File: src/rtl/pipe_isa_pkg.sv
// Opcode constants, shadow-slot layout and opcode property decode shared by
// the decoder and the hazard controller.
package pipe_isa_pkg;

    localparam int OP_W  = 4;
    localparam int REG_W = 4;

    localparam logic [OP_W-1:0] OP_ALUR  = 4'b1100;
    localparam logic [OP_W-1:0] OP_ALUI  = 4'b0100;
    localparam logic [OP_W-1:0] OP_CMPR  = 4'b1101;
    localparam logic [OP_W-1:0] OP_CMPI  = 4'b0101;
    localparam logic [OP_W-1:0] OP_LW    = 4'b0111;
    localparam logic [OP_W-1:0] OP_SW    = 4'b0011;
    localparam logic [OP_W-1:0] OP_BCOND = 4'b0010;
    localparam logic [OP_W-1:0] OP_JAL   = 4'b0110;

    localparam logic [1:0] FWD_RF  = 2'b00;
    localparam logic [1:0] FWD_EXM = 2'b01;
    localparam logic [1:0] FWD_MWB = 2'b10;

    typedef struct packed {
        logic             valid;
        logic [REG_W-1:0] rd;
        logic             wr_en;
        logic             is_load;
        logic             is_mem;
    } slot_t;

    function automatic logic writes_rd(input logic [OP_W-1:0] op);
        case (op)
            OP_ALUR, OP_ALUI, OP_CMPR, OP_CMPI, OP_LW, OP_JAL: return 1'b1;
            default: return 1'b0;
        endcase
    endfunction

    function automatic logic reads_rs1(input logic [OP_W-1:0] op);
        case (op)
            OP_ALUR, OP_ALUI, OP_CMPR, OP_CMPI,
            OP_LW, OP_SW, OP_BCOND, OP_JAL: return 1'b1;
            default: return 1'b0;
        endcase
    endfunction

    function automatic logic reads_rs2(input logic [OP_W-1:0] op);
        case (op)
            OP_ALUR, OP_CMPR, OP_SW, OP_BCOND: return 1'b1;
            default: return 1'b0;
        endcase
    endfunction

    function automatic logic is_mem(input logic [OP_W-1:0] op);
        return (op == OP_LW) || (op == OP_SW);
    endfunction

    function automatic logic is_load(input logic [OP_W-1:0] op);
        return op == OP_LW;
    endfunction

endpackage

File: src/rtl/hazard_fwd_sel.sv
// Compares the ID source registers against the EX and MEM shadow slots.
// Purely combinational: load-use flag and next-cycle forward selects.
module hazard_fwd_sel
    import pipe_isa_pkg::*;
(
    input  logic             id_valid_i,
    input  logic [OP_W-1:0]  id_op_i,
    input  logic [REG_W-1:0] id_rs1_i,
    input  logic [REG_W-1:0] id_rs2_i,
    input  logic             ex_vld_i,
    input  logic             ex_wr_i,
    input  logic             ex_ld_i,
    input  logic [REG_W-1:0] ex_rd_i,
    input  logic             mem_vld_i,
    input  logic             mem_wr_i,
    input  logic [REG_W-1:0] mem_rd_i,
    output logic             load_use_o,
    output logic [1:0]       fwd_a_o,
    output logic [1:0]       fwd_b_o
);

    logic use_a;
    logic use_b;

    assign use_a = id_valid_i & reads_rs1(id_op_i);
    assign use_b = id_valid_i & reads_rs2(id_op_i);

    // Nearest producer wins: EX/MEM result shadows an older MEM/WB one.
    function automatic logic [1:0] pick(input logic used, input logic [REG_W-1:0] r);
        if (!used)                                  return FWD_RF;
        if (ex_vld_i && ex_wr_i && ex_rd_i == r)    return FWD_EXM;
        if (mem_vld_i && mem_wr_i && mem_rd_i == r) return FWD_MWB;
        return FWD_RF;
    endfunction

    assign fwd_a_o = pick(use_a, id_rs1_i);
    assign fwd_b_o = pick(use_b, id_rs2_i);

    assign load_use_o = ex_vld_i & ex_ld_i &
                        ((use_a & (ex_rd_i == id_rs1_i)) |
                         (use_b & (ex_rd_i == id_rs2_i)));

endmodule

File: src/rtl/pipeline_hazard_ctrl.sv
// Pipeline sequencer: stall/bubble/flush/freeze are combinational from shadow
// state; forward selects register with 1 clk latency; freeze > redirect > load-use.
module pipeline_hazard_ctrl
    import pipe_isa_pkg::*;
#(
    parameter int REGNO_SEL = 4,
    parameter int OP_FN_SIZ = 4,
    parameter int CNT_W     = 16
) (
    input  logic                 clk,
    input  logic                 rst_n,
    input  logic                 id_valid,
    input  logic [OP_FN_SIZ-1:0] id_op,
    input  logic [REGNO_SEL-1:0] id_rd,
    input  logic [REGNO_SEL-1:0] id_rs1,
    input  logic [REGNO_SEL-1:0] id_rs2,
    input  logic                 ex_redirect,
    input  logic                 mem_ready,
    output logic                 pc_stall,
    output logic                 id_stall,
    output logic                 ex_bubble,
    output logic                 flush,
    output logic                 pipe_freeze,
    output logic                 mem_req,
    output logic [1:0]           ex_fwd_a,
    output logic [1:0]           ex_fwd_b,
    output logic [CNT_W-1:0]     stall_cnt,
    output logic [CNT_W-1:0]     flush_cnt
);

    typedef enum logic {RUN, MWAIT} state_e;

    state_e           state_q;
    slot_t            ex_q, mem_q, wb_q, id_slot;
    logic [1:0]       fwd_a_q, fwd_b_q, fwd_a_nxt, fwd_b_nxt;
    logic [CNT_W-1:0] stall_cnt_q, stall_cnt_d, flush_cnt_q, flush_cnt_d;
    logic             frozen, redir_acc, lu_hit, load_use, enter_vld;

    hazard_fwd_sel u_sel (
        .id_valid_i (id_valid),
        .id_op_i    (id_op),
        .id_rs1_i   (id_rs1),
        .id_rs2_i   (id_rs2),
        .ex_vld_i   (ex_q.valid),
        .ex_wr_i    (ex_q.wr_en),
        .ex_ld_i    (ex_q.is_load),
        .ex_rd_i    (ex_q.rd),
        .mem_vld_i  (mem_q.valid),
        .mem_wr_i   (mem_q.wr_en),
        .mem_rd_i   (mem_q.rd),
        .load_use_o (lu_hit),
        .fwd_a_o    (fwd_a_nxt),
        .fwd_b_o    (fwd_b_nxt)
    );

    assign mem_req   = mem_q.valid & mem_q.is_mem;
    assign frozen    = ((state_q == RUN) & mem_req & ~mem_ready) |
                       ((state_q == MWAIT) & ~mem_ready);
    assign redir_acc = ex_redirect & ~frozen;
    // A redirect squashes the ID instruction, so its hazard no longer matters.
    assign load_use  = lu_hit & ~frozen & ~ex_redirect;

    assign pipe_freeze = frozen;
    assign pc_stall    = frozen | load_use;
    assign id_stall    = frozen | load_use;
    assign ex_bubble   = redir_acc | load_use;
    assign flush       = redir_acc;
    assign ex_fwd_a    = fwd_a_q;
    assign ex_fwd_b    = fwd_b_q;
    assign stall_cnt   = stall_cnt_q;
    assign flush_cnt   = flush_cnt_q;

    assign enter_vld = id_valid & ~ex_bubble;

    always_comb begin
        id_slot = '0;
        if (enter_vld) begin
            id_slot.valid   = 1'b1;
            id_slot.rd      = id_rd;
            id_slot.wr_en   = writes_rd(id_op);
            id_slot.is_load = is_load(id_op);
            id_slot.is_mem  = is_mem(id_op);
        end
    end

    always_comb begin
        stall_cnt_d = stall_cnt_q;
        flush_cnt_d = flush_cnt_q;
        if (load_use && stall_cnt_q != '1) stall_cnt_d = stall_cnt_q + 1'b1;
        if (redir_acc && flush_cnt_q != '1) flush_cnt_d = flush_cnt_q + 1'b1;
    end

    always_ff @(posedge clk) begin
        if (!rst_n) begin
            state_q <= RUN;
        end else begin
            case (state_q)
                RUN:     if (mem_req && !mem_ready) state_q <= MWAIT;
                MWAIT:   if (mem_ready) state_q <= RUN;
                default: state_q <= RUN;
            endcase
        end
    end

    always_ff @(posedge clk) begin
        if (!rst_n) begin
            ex_q        <= '0;
            mem_q       <= '0;
            wb_q        <= '0;
            fwd_a_q     <= FWD_RF;
            fwd_b_q     <= FWD_RF;
            stall_cnt_q <= '0;
            flush_cnt_q <= '0;
        end else begin
            if (!frozen) begin
                ex_q    <= id_slot;
                mem_q   <= ex_q;
                wb_q    <= mem_q;
                fwd_a_q <= enter_vld ? fwd_a_nxt : FWD_RF;
                fwd_b_q <= enter_vld ? fwd_b_nxt : FWD_RF;
            end
            stall_cnt_q <= stall_cnt_d;
            flush_cnt_q <= flush_cnt_d;
        end
    end

    // WB occupancy is tracked for completeness; the write-through regfile
    // means nothing downstream needs it.
    logic unused_wb;
    assign unused_wb = ^{wb_q, mem_q.is_load};

endmodule

File: config.mk
export PLATFORM = sky130hd
export DESIGN_NAME = pipeline_hazard_ctrl
export DESIGN_NICKNAME = d
export VERILOG_FILES = /design/src/rtl/pipe_isa_pkg.sv /design/src/rtl/hazard_fwd_sel.sv /design/src/rtl/pipeline_hazard_ctrl.sv
export SDC_FILE = /design/constraint.sdc
export NUM_CORES = 1
export LEC_CHECK = 0
export CAP_MARGIN = 25
export CORE_MARGIN = 1.5
export CORE_UTILIZATION = 51
export CTS_BUF_LIST = sky130_fd_sc_hd__clkbuf_8
export CTS_CLUSTER_SIZE = 30
export DETAILED_ROUTE_END_ITERATION = 16
export GPL_TIMING_DRIVEN = 0
export PLACE_DENSITY = 0.82
export SYNTH_ARGS = -nofsm -noshare
export SYNTH_HDL_FRONTEND = slang
export SYNTH_SLANG_ARGS = --single-unit
File: constraint.sdc
create_clock -name clk -period 2.85 [get_ports clk]
set_input_delay 0.57 -clock clk [delete_from_list [all_inputs] [get_ports clk]]
set_output_delay 0.57 -clock clk [all_outputs]
set_load 0.005 [all_outputs]
**Yosys cells after proc, flatten, opt, wreduce, memory -nomap -nowiden**

Memories as Yosys holds them, arrays and structs flattened.
Index checks and enable logic that the tools add are counted.

- Bits in registers: 52
- Memory bits (read-only): 16
- Input bits: 21
- Memories: 1

Memories:

| name | words | width | rd ports | clocked after Yosys merged registers in | write ports | RTL line | text |
|---|---|---|---|---|---|---|---|
| (no name shown) | 16 | 1 | 1 | 0 | 0 | pipe_isa_pkg.sv:37 | `case (op)` |

- $add $sub $neg: 2
- Equality and inequality tests: 14
- Multiplexer cells: 30
- Bitwise operators: 23
- Reduce and logical (&&, ||, !) cells: 13

Operator list:

| kind | count |
|---|---|
| adder 16 x 1 -> 16 bit, second input constant | 2 |
| != test 16 bit, second input constant | 2 |
| 2-to-1 mux 2 bit | 14 |
| equality test 4 x 3 -> 1 bit, second input constant | 4 |
| equality test 4 bit | 4 |
| bitwise AND 1 bit | 14 |
| 2-to-1 mux 1 bit | 14 |
| logical AND 1 bit | 9 |
| equality test 4 x 2 -> 1 bit, second input constant | 2 |
| equality test 4 bit, second input constant | 2 |
| 2-to-1 mux 8 bit | 1 |
| OR reduction 6 bit | 1 |
| NOT 1 bit | 5 |
| bitwise OR 1 bit | 4 |
| OR reduction 4 bit | 1 |
| case mux 1 bit (2 select lines) | 1 |
| logical NOT 1 bit | 1 |
| logical OR 1 bit | 1 |

**Depth between registers and ports, before layout**

Gate-level depths: netlist of the first run.

- Word-level depth: 13
- Depth in mapped cells: 7
- Gate-level depth less buffers: 6

**Cells and area by module**

A second synthesis of the first run with hierarchy kept.

- Cell total of the unflattened synthesis: 316
- Area, all modules: 2693.8 um2

Modules (own cells, without submodules):

| module | times used | cells an instance | area an instance (um2) | seq. area each (um2) |
|---|---|---|---|---|
| pipeline_hazard_ctrl | 1 | 276 | 2393.5 | 1041.0 |
| hazard_fwd_sel | 1 | 40 | 300.3 | 0.0 |

**Worst setup path before layout of the first run**

No wires, ideal clock.

- Path kind: input -> output
- From: in id_rs2[1]
- To: out pc_stall
- Arrival: 1.725 ns
- Data required time: 2.280 ns
- Setup slack: 0.555 ns
- Cell stages on the path: 7
- Cell sequence: xor2_1 nor4_2 a32oi_1 clkbuf_1 nand2b_1 nand2_1 buf_4

- Cells in the longest elaborated chain, start to end: 7

RTL lines:

| item | RTL line | text |
|---|---|---|
| start, declared | pipeline_hazard_ctrl.sv:16 | `input logic [REGNO_SEL-1:0] id_rs2,` |
| equality test 4 bit | hazard_fwd_sel.sv:41 | `(use_b & (ex_rd_i == id_rs2_i)));` |
| bitwise AND 1 bit | hazard_fwd_sel.sv:41 |  |
| bitwise OR 1 bit | hazard_fwd_sel.sv:40 | `((use_a & (ex_rd_i == id_rs1_i)) \|` |
| bitwise AND 1 bit | hazard_fwd_sel.sv:39 | `assign load_use_o = ex_vld_i & ex_ld_i &` |
| bitwise AND 1 bit (2 in series) | pipeline_hazard_ctrl.sv:61 | `assign load_use = lu_hit & ~frozen & ~ex_redirect;` |
| bitwise OR 1 bit | - |  |
| end, declared | pipeline_hazard_ctrl.sv:19 | `output logic pc_stall,` |

No other way between the ends.

**Final worst setup path of the first run**

- From: in id_rs2[1]
- To: out pc_stall

- Cells in the longest elaborated chain, start to end: 7

RTL lines:

| item | RTL line | text |
|---|---|---|
| equality test 4 bit | hazard_fwd_sel.sv:41 |  |
| bitwise AND 1 bit | hazard_fwd_sel.sv:41 |  |
| bitwise OR 1 bit | hazard_fwd_sel.sv:40 |  |
| bitwise AND 1 bit | hazard_fwd_sel.sv:39 |  |
| bitwise AND 1 bit (2 in series) | pipeline_hazard_ctrl.sv:61 |  |
| bitwise OR 1 bit | pipeline_hazard_ctrl.sv:64 | `assign pc_stall = frozen \| load_use;` |

No other way between the ends.

==> results of run 1 <==
-- layout make-up --
| class | count | area (um2) |
|---|---|---|
| inverter | 6 | 25.02 |
| clock inverter | 2 | 38.79 |
| clock buffer | 6 | 82.58 |
| timing repair buffer | 71 | 670.6 |
| fill | 391 | 1301 |
| multi-input combinational | 241 | 1545 |
| buffer | 13 | 60.06 |
| sequential | 52 | 1041 |
| tap | 67 | 83.83 |
-- metrics by stage --
stage | cell area [um2] | power [mW] | setup TNS (ns) | std cells
2_1_floorplan | 2639 | 0.8068 | 0 | 313
3_3_place_gp | 3333 | 0.8628 | -1.914 | 441
3_5_place_dp | 3333 | 0.8666 | -1.993 | 441
4_1_cts | 3536 | 1.392 | 0 | 457
5_1_grt | 3547 | 1.428 | -0.002486 | 458
6_report | 3547 | 1.392 | 0 | 458
-- logic make-up after synthesis --
logic type	Yosys count	synth area share (%)
AOI/OAI and AO/OA	60	16.31
and+or+nand+nor	144	28.12
muxes	9	3.414
DFF	52	39.45
xor gates and xnor gates	26	8.630
buffers and inverters	20	3.129
adders and majority gates	2	0.9482
-- Yosys cell counts (all sizes together) (2+ instances only) --
library cell and n:
and3 3, dfxtp 52, a32o 2, o2111ai 4, or3 3, a22o 5, a211oi 2, o21ai 4
nor4 9, clkbuf 9, and2 4, nand4 13, inv 5, or4 7, xnor2 12, ha 2
nand2b 13, o31ai 10, mux2i 9, o41ai 3, a21oi 19, nand2 48, o311ai 2, xor2 14
buf 5, nor2 21, nand3 10, nor3 7
-- state kept, by name (all words and copies together), names as in the netlist --
| register | flops |
|---|---|
| mem_q | 7 |
| ex_fwd_b | 2 |
| ex_fwd_a | 2 |
| stall_cnt | 16 |
| state_q | 1 |
| flush_cnt | 16 |
| ex_q | 8 |
-- power by group through the flow --
| stage | combinational (mW) | clock, mW | sequential (mW) |
|---|---|---|---|
| after floorplan | 0.0484 | 0 | 0.758 |
| after global placement | 0.103 | 0 | 0.760 |
| after detailed placement | 0.106 | 0 | 0.760 |
| after CTS | 0.110 | 0.538 | 0.744 |
| after global routing | 0.123 | 0.559 | 0.745 |
| final | 0.114 | 0.534 | 0.744 |
-- routing by layer --
layer / vias up / GRT usage, % / share of wire (%)
met5: - / 0 / 0
met4: 0 / 8.889 / 1.7
met3: 16 / 4.016 / 5.7
met2: 93 / 45.03 / 48
met1: 1291 / 35.31 / 45
li1: 1293 / - / -
-- cells in the final DEF, fill, tap and decap left out, types with 2 or more instances in the layout --
| master | Yosys | layout |
|---|---|---|
| o2111ai_1 | 4 | 4 |
| nand4_1 | 13 | 13 |
| mux2i_1 | 9 | 9 |
| and3_1 | 3 | 3 |
| clkdlybuf4s50_1 | 0 | 46 |
| nand2_1 | 48 | 47 |
| nor3_1 | 7 | 7 |
| nand2b_1 | 13 | 12 |
| a211oi_1 | 2 | 2 |
| nor4_2 | 1 | 2 |
| dfxtp_1 | 52 | 52 |
| o31ai_1 | 10 | 10 |
| o311ai_0 | 2 | 2 |
| nand3_1 | 10 | 10 |
| a22o_1 | 5 | 5 |
| xor2_1 | 14 | 14 |
| a32o_1 | 2 | 2 |
| dlygate4sd2_1 | 0 | 14 |
| a21oi_1 | 18 | 18 |
| nor4_1 | 8 | 7 |
| o21ai_0 | 3 | 3 |
| and2_1 | 4 | 4 |
| xnor2_1 | 12 | 12 |
| or4_1 | 6 | 6 |
| ha_1 | 2 | 2 |
| or3_1 | 3 | 3 |
| inv_1 | 4 | 4 |
| clkbuf_8 | 0 | 6 |
| nor2_1 | 20 | 20 |
| o41ai_1 | 3 | 3 |
| buf_2 | 3 | 3 |
| buf_4 | 1 | 11 |
| clkbuf_1 | 9 | 8 |
-- worst reg2reg max path: stages (launching register included) --
cell	delay [ns]
dfxtp_1	0.46
ha_1	0.21
and3_1	0.21
nor4bb_1	0.82
a21oi_1	0.36
nand4_1	0.22
mux2i_1	0.19
-- repair_timing --
item,4_1_cts,5_1_grt
resized for setup,22,2
buffers inserted,9,1
pin swaps,4,1
hold endpoints to repair,0,0
hold buffers,0,0
endpoints found under the setup margin,4,2
-- how the worst max path moves through the flow --
stage	startpoint	endpoint	slack (ns)
CTS	mem_ready	pipe_freeze	0.06
global route	id_rs2[1]	pc_stall	-0.002
global placement	id_rs1[1]	pc_stall	-0.70
detailed placement	id_rs1[1]	pc_stall	-0.73
floorplan	id_rs2[1]	pc_stall	0.55
finish	id_rs2[1]	pc_stall	0.05
==> results.md, run 1 <==
* Max Clock Freq at 0.3574 GHz
* Mapped Avg Cell Area at 8.431 um2
* Hold Slack at 0.4612 ns
* Final min period at 2.798 ns
* Worst R2R Setup Slack at 0.31 ns
* Slew HR at 36.90%
* Overall overflow remaining after global route at 0
* DRC at 0
* Iter 0 DRT Violations at 196
* Pint at 1.074 mW
* Hold Crit Depth at 2
* Mapped cell area at 2639 um2
* Pre-CTS setup slack at -0.7275 ns
* Critical path fanouts, max at 2
* Startpoint Class: primary input
* Number of synthesized flops with an enable pin at 0
* Antenna violations before repair at 0
* Row count at 25
* Layout area overhead at 34.42%
* Critical path depth at 9
* Die Y at 74.93 um
* Initial Util at 54.43%
* Final core occ at 73.16%
* CP bufs+invs at 4
* Hold Vio Cnt, Final at 0
* CTS tree: done
* Switching Share at 22.81%
* DR vias/cell at 5.880
* # IOs at 63
* Final nets at 413
* Die width at 74.93 um
* Setup crit end kind: output port
* Routability cong. at 0.8692
* Via count at 2693
* GRT Overall Usage at 26.78%
* Routed WL per cell at 15.78 um
* YS warnings at 0
* Fraction of layout cells with a size suffix above 1 at 9.207%
* Mapped Cells at 313
* Post-synth top area share at 39.45%
* Post-route antenna net violation count at 0
* Register-to-Register Path Depth at 6
* Final setup margin at 0.05236 ns
* HP Class: reg2reg
* Syn_nets at 336
* Crit path required time at 2.28 ns
* First-pass GRT wire length at 11.73 mm
* Hpwl dp at 5.027 mm
* Die area at 5615 um2
* DRT Pass-1 Iters at 4
* Worst-Skew Late Latency at 0.31 ns
* Lkg Pwr at 1.278 nW
* Layout Skew at 0.009130 ns
* Prevailing post-synth register cell: dfxtp_1
* CTS root buffer: clkbuf_8
* Post-synthesis async set-or-reset flop share at 0%
* PD cells at 392.3 nW/um2
* CP Class: in2out
* Total CTS buffers at 5
* Critical Path, Cell by Cell: dlygate4sd2_1, xor2_1, nor4_2, a32oi_2, clkbuf_4, nand2b_4, nand2_2, buf_4, dlygate4sd2_1
* Max Cap Viol at 0
* Cell mode on critical path: dlygate4sd2_1
* Status: completed
* Synth cell types at 52
* Clock Sinks at 52
* Worst slew pin tran at 0.9338 ns
* Vias in the first global route at 2597
* Final setup viols at 0
* Synth area leader: dfxtp_1
* Part of the power in combinational logic at 8.2%
* RR Startpoint: flush_cnt[0]
* CTS max path bufs at 2
* Kind of cell adding the most delay to the critical path: buffers and inverters
* Psw at 0.3174 mW
* Clk pwr share at 38.4%
* N_diodes at 0
* CP max stage delay at 0.38 ns
* Final period util at 98.16%
* Critical-path top delay cell: nor4_2
* Reg clk slew, reported paths at 0.09 ns
* Max Slew Vio Count at 0
* Sequential area share after synthesis at 39.45%
* CP arrival at 2.23 ns
* Top cells by area, synth: dfxtp_1 39%, nand2_1 6.8%, xor2_1 4.6%
* Port bufs at 61
* Synth Register Bits at 52
* Htree depth at 2
* Hold path start: ex_fwd_b[0]
* Core area at 4848 um2
* DRT Wirelength at 7.225 mm
* Reg2reg end: flush_cnt[3]
* Largest net degree at the start of global routing at 17
* WHS Endpoint: ex_fwd_b[0]
* Worst vdd ir at 275.0 uV
* Part of the power in registers at 53.5%
No activity file was read; power rests on OpenSTA's default activity.
==> inputs of run 2 (changes only) <==
--- a/config.mk
+++ b/config.mk
@@ -7,12 +7,13 @@
 export LEC_CHECK = 0
 export CAP_MARGIN = 25
 export CORE_MARGIN = 1.5
-export CORE_UTILIZATION = 51
+export CORE_UTILIZATION = 52
 export CTS_BUF_LIST = sky130_fd_sc_hd__clkbuf_8
 export CTS_CLUSTER_SIZE = 30
 export DETAILED_ROUTE_END_ITERATION = 16
 export GPL_TIMING_DRIVEN = 0
-export PLACE_DENSITY = 0.82
+export PLACE_DENSITY = 0.83
 export SYNTH_ARGS = -nofsm -noshare
 export SYNTH_HDL_FRONTEND = slang
+export SYNTH_HIERARCHICAL = 1
 export SYNTH_SLANG_ARGS = --single-unit
==> run 2 against run 1 <==
- sequential share of layout area fell by 0.22 points
- power shrank 6.0%
- register-to-register slack worse by 0.05 ns
- count of clock-buffer cells in the layout rose by 1
- final cell count is 1.1% higher
- via count fell by 1.5%
- sequential cell count unchanged
- non-clock buffer count fell by 2
- design area is 0.74% higher
- combinational power about the same
- largest cell class unchanged
==> results.md, run 2 <==
* Status: completed
* YS warnings at 6
* Vias in the first global route at 2473
* Placed Cells at 448
* Reg clk slew, reported paths at 0.09 ns
* Commonest non-fill, non-tap cell in the layout: dfxtp_1
* Placed cell area at 3402 um2
* CP arrival at 2.20 ns
* Most instantiated library cell after synthesis: dfxtp_1
* CTS tree: done
* Sequential area share after synthesis at 38.64%
* Die Y at 74.98 um
* Htree depth at 2
* Worst vdd ir at 254.5 uV
* Worst-Skew Late Latency at 0.31 ns
* Die width at 74.98 um
* Fin area at 3573 um2
* Routed WL per cell at 14.86 um
* RSZ-0062 raised after global routing: false
* Hold Vio Cnt, Final at 0
* Layout area overhead at 32.65%
* Max Slew Vio Count at 0
* CTS root buffer: clkbuf_8
* Fraction of layout cells with a size suffix above 1 at 7.379%
* Final min period at 2.768 ns
* Most frequent cells in the layout: 52 x dfxtp_1, 49 x nand2_1, 47 x clkdlybuf4s50_1
* Die area at 5621 um2
* Hold path start: mem_q[2]
* Crit path required time at 2.28 ns
* Prevailing post-synth register cell: dfxtp_1
* Syn_nets at 339
* Final nets at 416
* Initial Util at 53.42%
* Setup crit end kind: output port
* CP bufs+invs at 4
* Post-route antenna net violation count at 0
* Met3 WL at 392 um
* Worst slew pin tran at 0.7704 ns
* Top cells by area, synth: dfxtp_1 39%, nand2_1 6.8%, mux2i_1 5.9%
* Routability cong. at 0.9056
* Post-synthesis async set-or-reset flop share at 0%
* Post-synth top area share at 38.64%
* Post-synth top cells: 52 x dfxtp_1, 49 x nand2_1, 22 x a21oi_1, 16 x mux2i_1, 15 x nand2b_1
* Antenna violations before repair at 0
* DRC at 0
* Number of synthesized flops with an enable pin at 0
* Synth cell types at 49
* Top Layer Used: met4
* CTS max path bufs at 2
* DR vias/cell at 5.728
* DRT Wirelength at 6.878 mm
* Synth Register Bits at 52
* Port bufs at 62
* Startpoint Class: primary input
* N_diodes at 0
* Met2 routed WL at 3.347 mm
* Total CTS buffers at 5
* Mapped cell area at 2694 um2
* PD cells at 366.1 nW/um2
* DRT Pass-1 Iters at 4
* Max Cap Viol at 0
* Critical Path Source: mem_ready
* HP Class: reg2reg
* Critical-path top delay cell: clkdlybuf4s50_1
* Mapped Avg Cell Area at 8.525 um2
* Critical Path, Cell by Cell: clkdlybuf4s50_1, inv_1, nand2_1, clkbuf_2, and2_1, clkdlybuf4s50_1
* Slew HR at 48.24%
* Max Clock Freq at 0.3613 GHz
* RR Startpoint: ex_q[6]
* Largest net degree at the start of global routing at 15
* CP Class: in2out
* GRT Overall Usage at 24.99%
* Lkg Pwr at 1.214 nW
* Mapped Cells at 316
* Final setup viols at 0
* M1 WL at 2.999 mm
* First-pass GRT wire length at 10.82 mm
* Iter 0 DRT Violations at 128
* Layout Skew at 0.004641 ns
* # IOs at 63
* Overall overflow remaining after global route at 0
* Hpwl dp at 4.901 mm
* Core area at 5042 um2
* CP max stage delay at 0.53 ns
* Critical path fanouts, max at 10
* Row count at 26
* Kind of cell adding the most delay to the critical path: buffers and inverters
* Clock Sinks at 52
* Cell mode on critical path: clkdlybuf4s50_1
* Non-Filler Instances at 463
* Final period util at 97.13%
* Synth area leader: dfxtp_1
* Via count at 2652
-- run 2: cell count changes in the layout (fill, tap and decap cells not counted), moves of 7 or more --
cell	delta
xor2_1	-10
nor2_1	-9
mux2i_1	+7
inv_1	+10
-- run 2: worst paths after layout --
kind	slack, ns	endpoint	cells after the start
max	0.08	flush	6
min	0.45	mem_q[2]	2
max reg2reg	0.26	stall_cnt[9]	8
min reg2reg	0.45	mem_q[2]	2
-- run 2: area by class of cell --
type	instances	area, um2
multi-input combinational	238	1579
clock buffer	7	96.34
buffer	11	46.29
timing repair buffer	71	670.6
inverter	14	52.55
sequential	52	1041
fill	426	1469
tap	70	87.58
-- run 2: routing by layer --
metal,track usage [%],vias to the layer above
met2,42.87,92
met1,29.52,1222
met3,4.150,14
met5,0,-
li1,-,1324
met4,14.14,0
-- run 2: cells by family (layout without fill, tap and decap cells) --
| kind of cell | Yosys count | count (layout) | synth area share [%] |
|---|---|---|---|
| buf+inv | 26 | 103 | 3.762 |
| simple gates | 135 | 135 | 26.61 |
| mux | 16 | 16 | 5.945 |
| flops | 52 | 52 | 38.64 |
| fa+ha+maj | 2 | 2 | 0.9288 |
| xor+xnor | 14 | 14 | 4.552 |
| compound gates | 71 | 71 | 19.55 |
-- run 2: per-stage QoR --
step | setup TNS, ns | hold slack [ns] | total power, mW | utilization [%] | worst slack, ns
floorplan | 0 | 0.4321 | 0.8076 | - | 0.2490
global placement | -5.726 | 0.4415 | 0.8658 | 67.47 | -0.5167
detailed placement | -7.050 | 0.4467 | 0.8676 | 67.47 | -0.5838
CTS | -0.05024 | 0.4588 | 1.310 | 70.22 | -0.05024
global route | 0 | 0.4825 | 1.356 | 70.87 | 0.01496
finish | 0 | 0.4533 | 1.308 | 70.87 | 0.08191
-- run 2: report_power, final --
| part | total, mW | switching [mW] | internal, mW |
|---|---|---|---|
| combinational | 0.112 | 0.0561 | 0.0554 |
| sequential | 0.742 | 0.00863 | 0.733 |
| clock | 0.455 | 0.238 | 0.217 |
-- run 2: repair_timing --
item | CTS | global route
endpoints found under the setup margin | 14 | 4
pin swaps | 3 | 6
gates resized for setup | 17 | 8
hold buffers | 0 | 0
setup buffers | 5 | 4
-- run 2: worst min-delay path, delay by kind of cell (launching register included) --
family,cells,cell delay (ns)
flops,1,0.32
simple gates,1,0.05
compound gates,1,0.05
==> inputs of run 3 (changes only) <==
--- a/config.mk
+++ b/config.mk
@@ -12,7 +12,7 @@
 export CTS_CLUSTER_SIZE = 30
 export DETAILED_ROUTE_END_ITERATION = 16
 export GPL_TIMING_DRIVEN = 0
-export PLACE_DENSITY = 0.83
+export PLACE_DENSITY_LB_ADDON = 0.05
 export SYNTH_ARGS = -nofsm -noshare
 export SYNTH_HDL_FRONTEND = slang
 export SYNTH_HIERARCHICAL = 1
==> run 3 against run 2 <==
- first-iteration DRC count up 3.1%
- final cell count down 0.43%
- clock power up 12%
- critical path depth up 2
- global-route usage down 0.22 points
- via count up 0.68%
- hold slack better by 0.013 ns
- clock skew up 0.0059 ns
- register-to-register slack worse by 0.12 ns
- sequential cell count unchanged
- largest cell class unchanged
==> results.md, run 3 (synthesized netlist as in run 2, its figures left out) <==
* Reg2reg end: stall_cnt[5]
* Via count at 2670
* Iter 0 DRT Violations at 132
* Routability cong. at 0.9394
* CTS max path bufs at 2
* Worst-Skew Late Latency at 0.31 ns
* Overall overflow remaining after global route at 0
* CP arrival at 2.26 ns
* # hold bufs at CTS at 0
* Initial Util at 53.42%
* Total CTS buffers at 5
* Hpwl dp at 4.929 mm
* Seq. cell area at 1041 um2
* Commonest non-fill, non-tap cell in the layout: dfxtp_1
* Status: completed
* Antenna violations before repair at 0
* Global routing usage on met3 at 3.614%
* Htree depth at 2
* Hold Slack at 0.4660 ns
* CP Class: in2out
* Max Clock Freq at 0.3535 GHz
* Final min period at 2.829 ns
* Multi-input gate area at 1590 um2
* Worst R2R Setup Slack at 0.14 ns
* Die Y at 74.98 um
* Vias in the first global route at 2438
* Met2 Track Usage GR at 44.25%
* Register-to-Register Path Depth at 10
* Largest net degree at the start of global routing at 16
* Hold Vio Cnt, Final at 0
* GR Util met1 at 30.12%
* CTS tree: done
* Port bufs at 62
* Critical Path, Cell by Cell: dlygate4sd2_1, xnor2_1, nand4_1, o32ai_2, nand2b_2, nand2_1, buf_4, clkdlybuf4s50_1
* Non-Filler Instances at 461
* Critical-path top delay cell: clkdlybuf4s50_1
* Crit path required time at 2.28 ns
* Critical Path Source: id_rs2[2]
* Lkg Pwr at 1.190 nW
* # IOs at 63
* DRT Pass-1 Iters at 4
* Most frequent cells in the layout: 52 x dfxtp_1, 49 x nand2_1, 48 x clkdlybuf4s50_1
* Post-route antenna net violation count at 0
* Final period util at 99.25%
* DRT Wirelength at 6.962 mm
* DRC at 0
* Layout area overhead at 32.47%
* Worst slew pin tran at 0.8734 ns
* Final nets at 413
* DR vias/cell at 5.792
* Placed Cells at 448
* CP max stage delay at 0.49 ns
* CTS root buffer: clkbuf_8
* Die width at 74.98 um
* Reg clk slew, reported paths at 0.10 ns
* Clock Sinks at 52
* Max Slew Vio Count at 0
* Worst Setup EP: pc_stall
* PD cells at 380.8 nW/um2
* Final setup viols at 0
* RSZ-0062 raised after global routing: true
* Setup crit end kind: output port
* Row count at 26
* Slew HR at 41.32%
* Die area at 5621 um2
* Layout Skew at 0.01051 ns
* HP Class: reg2reg
* Fraction of layout cells with a size suffix above 1 at 7.928%
* Routed WL per cell at 15.10 um
* First-pass GRT wire length at 10.79 mm
* Max Cap Viol at 0
* RR Startpoint: ex_q[3]
* N_diodes at 0
* GRT Overall Usage at 24.77%
* Fillers at 415
* GR peak layer: met2
* Worst vdd ir at 275.3 uV
* Core area at 5042 um2
* Startpoint Class: primary input
* Critical path fanouts, max at 2
## run 3: what timing repair did
item,in CTS,in global routing
setup endpoints to repair,14,10
gates resized for setup,16,16
buffers inserted,4,2
pin swaps,4,11
## run 3: power breakdown
group	switching, mW	internal, mW	leakage (nW)
Clock	0.251	0.258	0.0593
Combinational	0.0561	0.0529	0.711
Sequential	0.00871	0.733	0.420
Total	0.315	1.04	1.19
## run 3: worst max-delay path: cells and delay by family
kind / cells / cell delay [ns]
buffers and inverters: 3 / 0.86
AOI/OAI and AO/OA: 1 / 0.32
and+or+nand+nor: 3 / 0.38
xor gates and xnor gates: 1 / 0.14
## run 3: how the worst min path moves through the flow
| stage | startpoint | slack (ns) | cells past startpoint | to |
|---|---|---|---|---|
| after global placement | mem_q[2] | 0.44 | 2 | mem_q[2] |
| after CTS | mem_q[2] | 0.47 | 2 | mem_q[2] |
| final | mem_q[2] | 0.47 | 2 | mem_q[2] |
| after detailed placement | mem_q[2] | 0.44 | 2 | mem_q[2] |
| after floorplan | mem_q[2] | 0.43 | 2 | mem_q[2] |
| after global routing | mem_q[2] | 0.48 | 2 | mem_q[2] |
## run 3: stage by stage
step | total power, mW | util [%] | instance area [um2] | worst slack, ns | TNS [ns]
3_3_place_gp | 0.8660 | 67.47 | 3402 | -0.5271 | -6.125
4_1_cts | 1.365 | 70.07 | 3533 | -0.07606 | -0.07606
5_1_grt | 1.405 | 70.77 | 3568 | -0.07927 | -0.1499
6_report | 1.359 | 70.77 | 3568 | 0.02124 | 0
2_1_floorplan | 0.8076 | - | 2694 | 0.2490 | 0
3_5_place_dp | 0.8678 | 67.47 | 3402 | -0.5441 | -6.466
## run 3: cell type report
| type | instances | area share [%] |
|---|---|---|
| plain buffers | 11 | 1.297 |
| multi-input cells | 238 | 44.57 |
| flip-flops and latches | 52 | 29.17 |
| well taps | 70 | 2.454 |
| clock inverters | 3 | 1.087 |
| clock buffers | 5 | 1.928 |
| repair buffers | 68 | 18.02 |
| inverters | 14 | 1.473 |
## run 3: layer usage
metal	share of wire [%]	routed length, um
met1	44	3036
met2	50	3499
met3	4.4	306
met4	1.7	119
met5	0	0
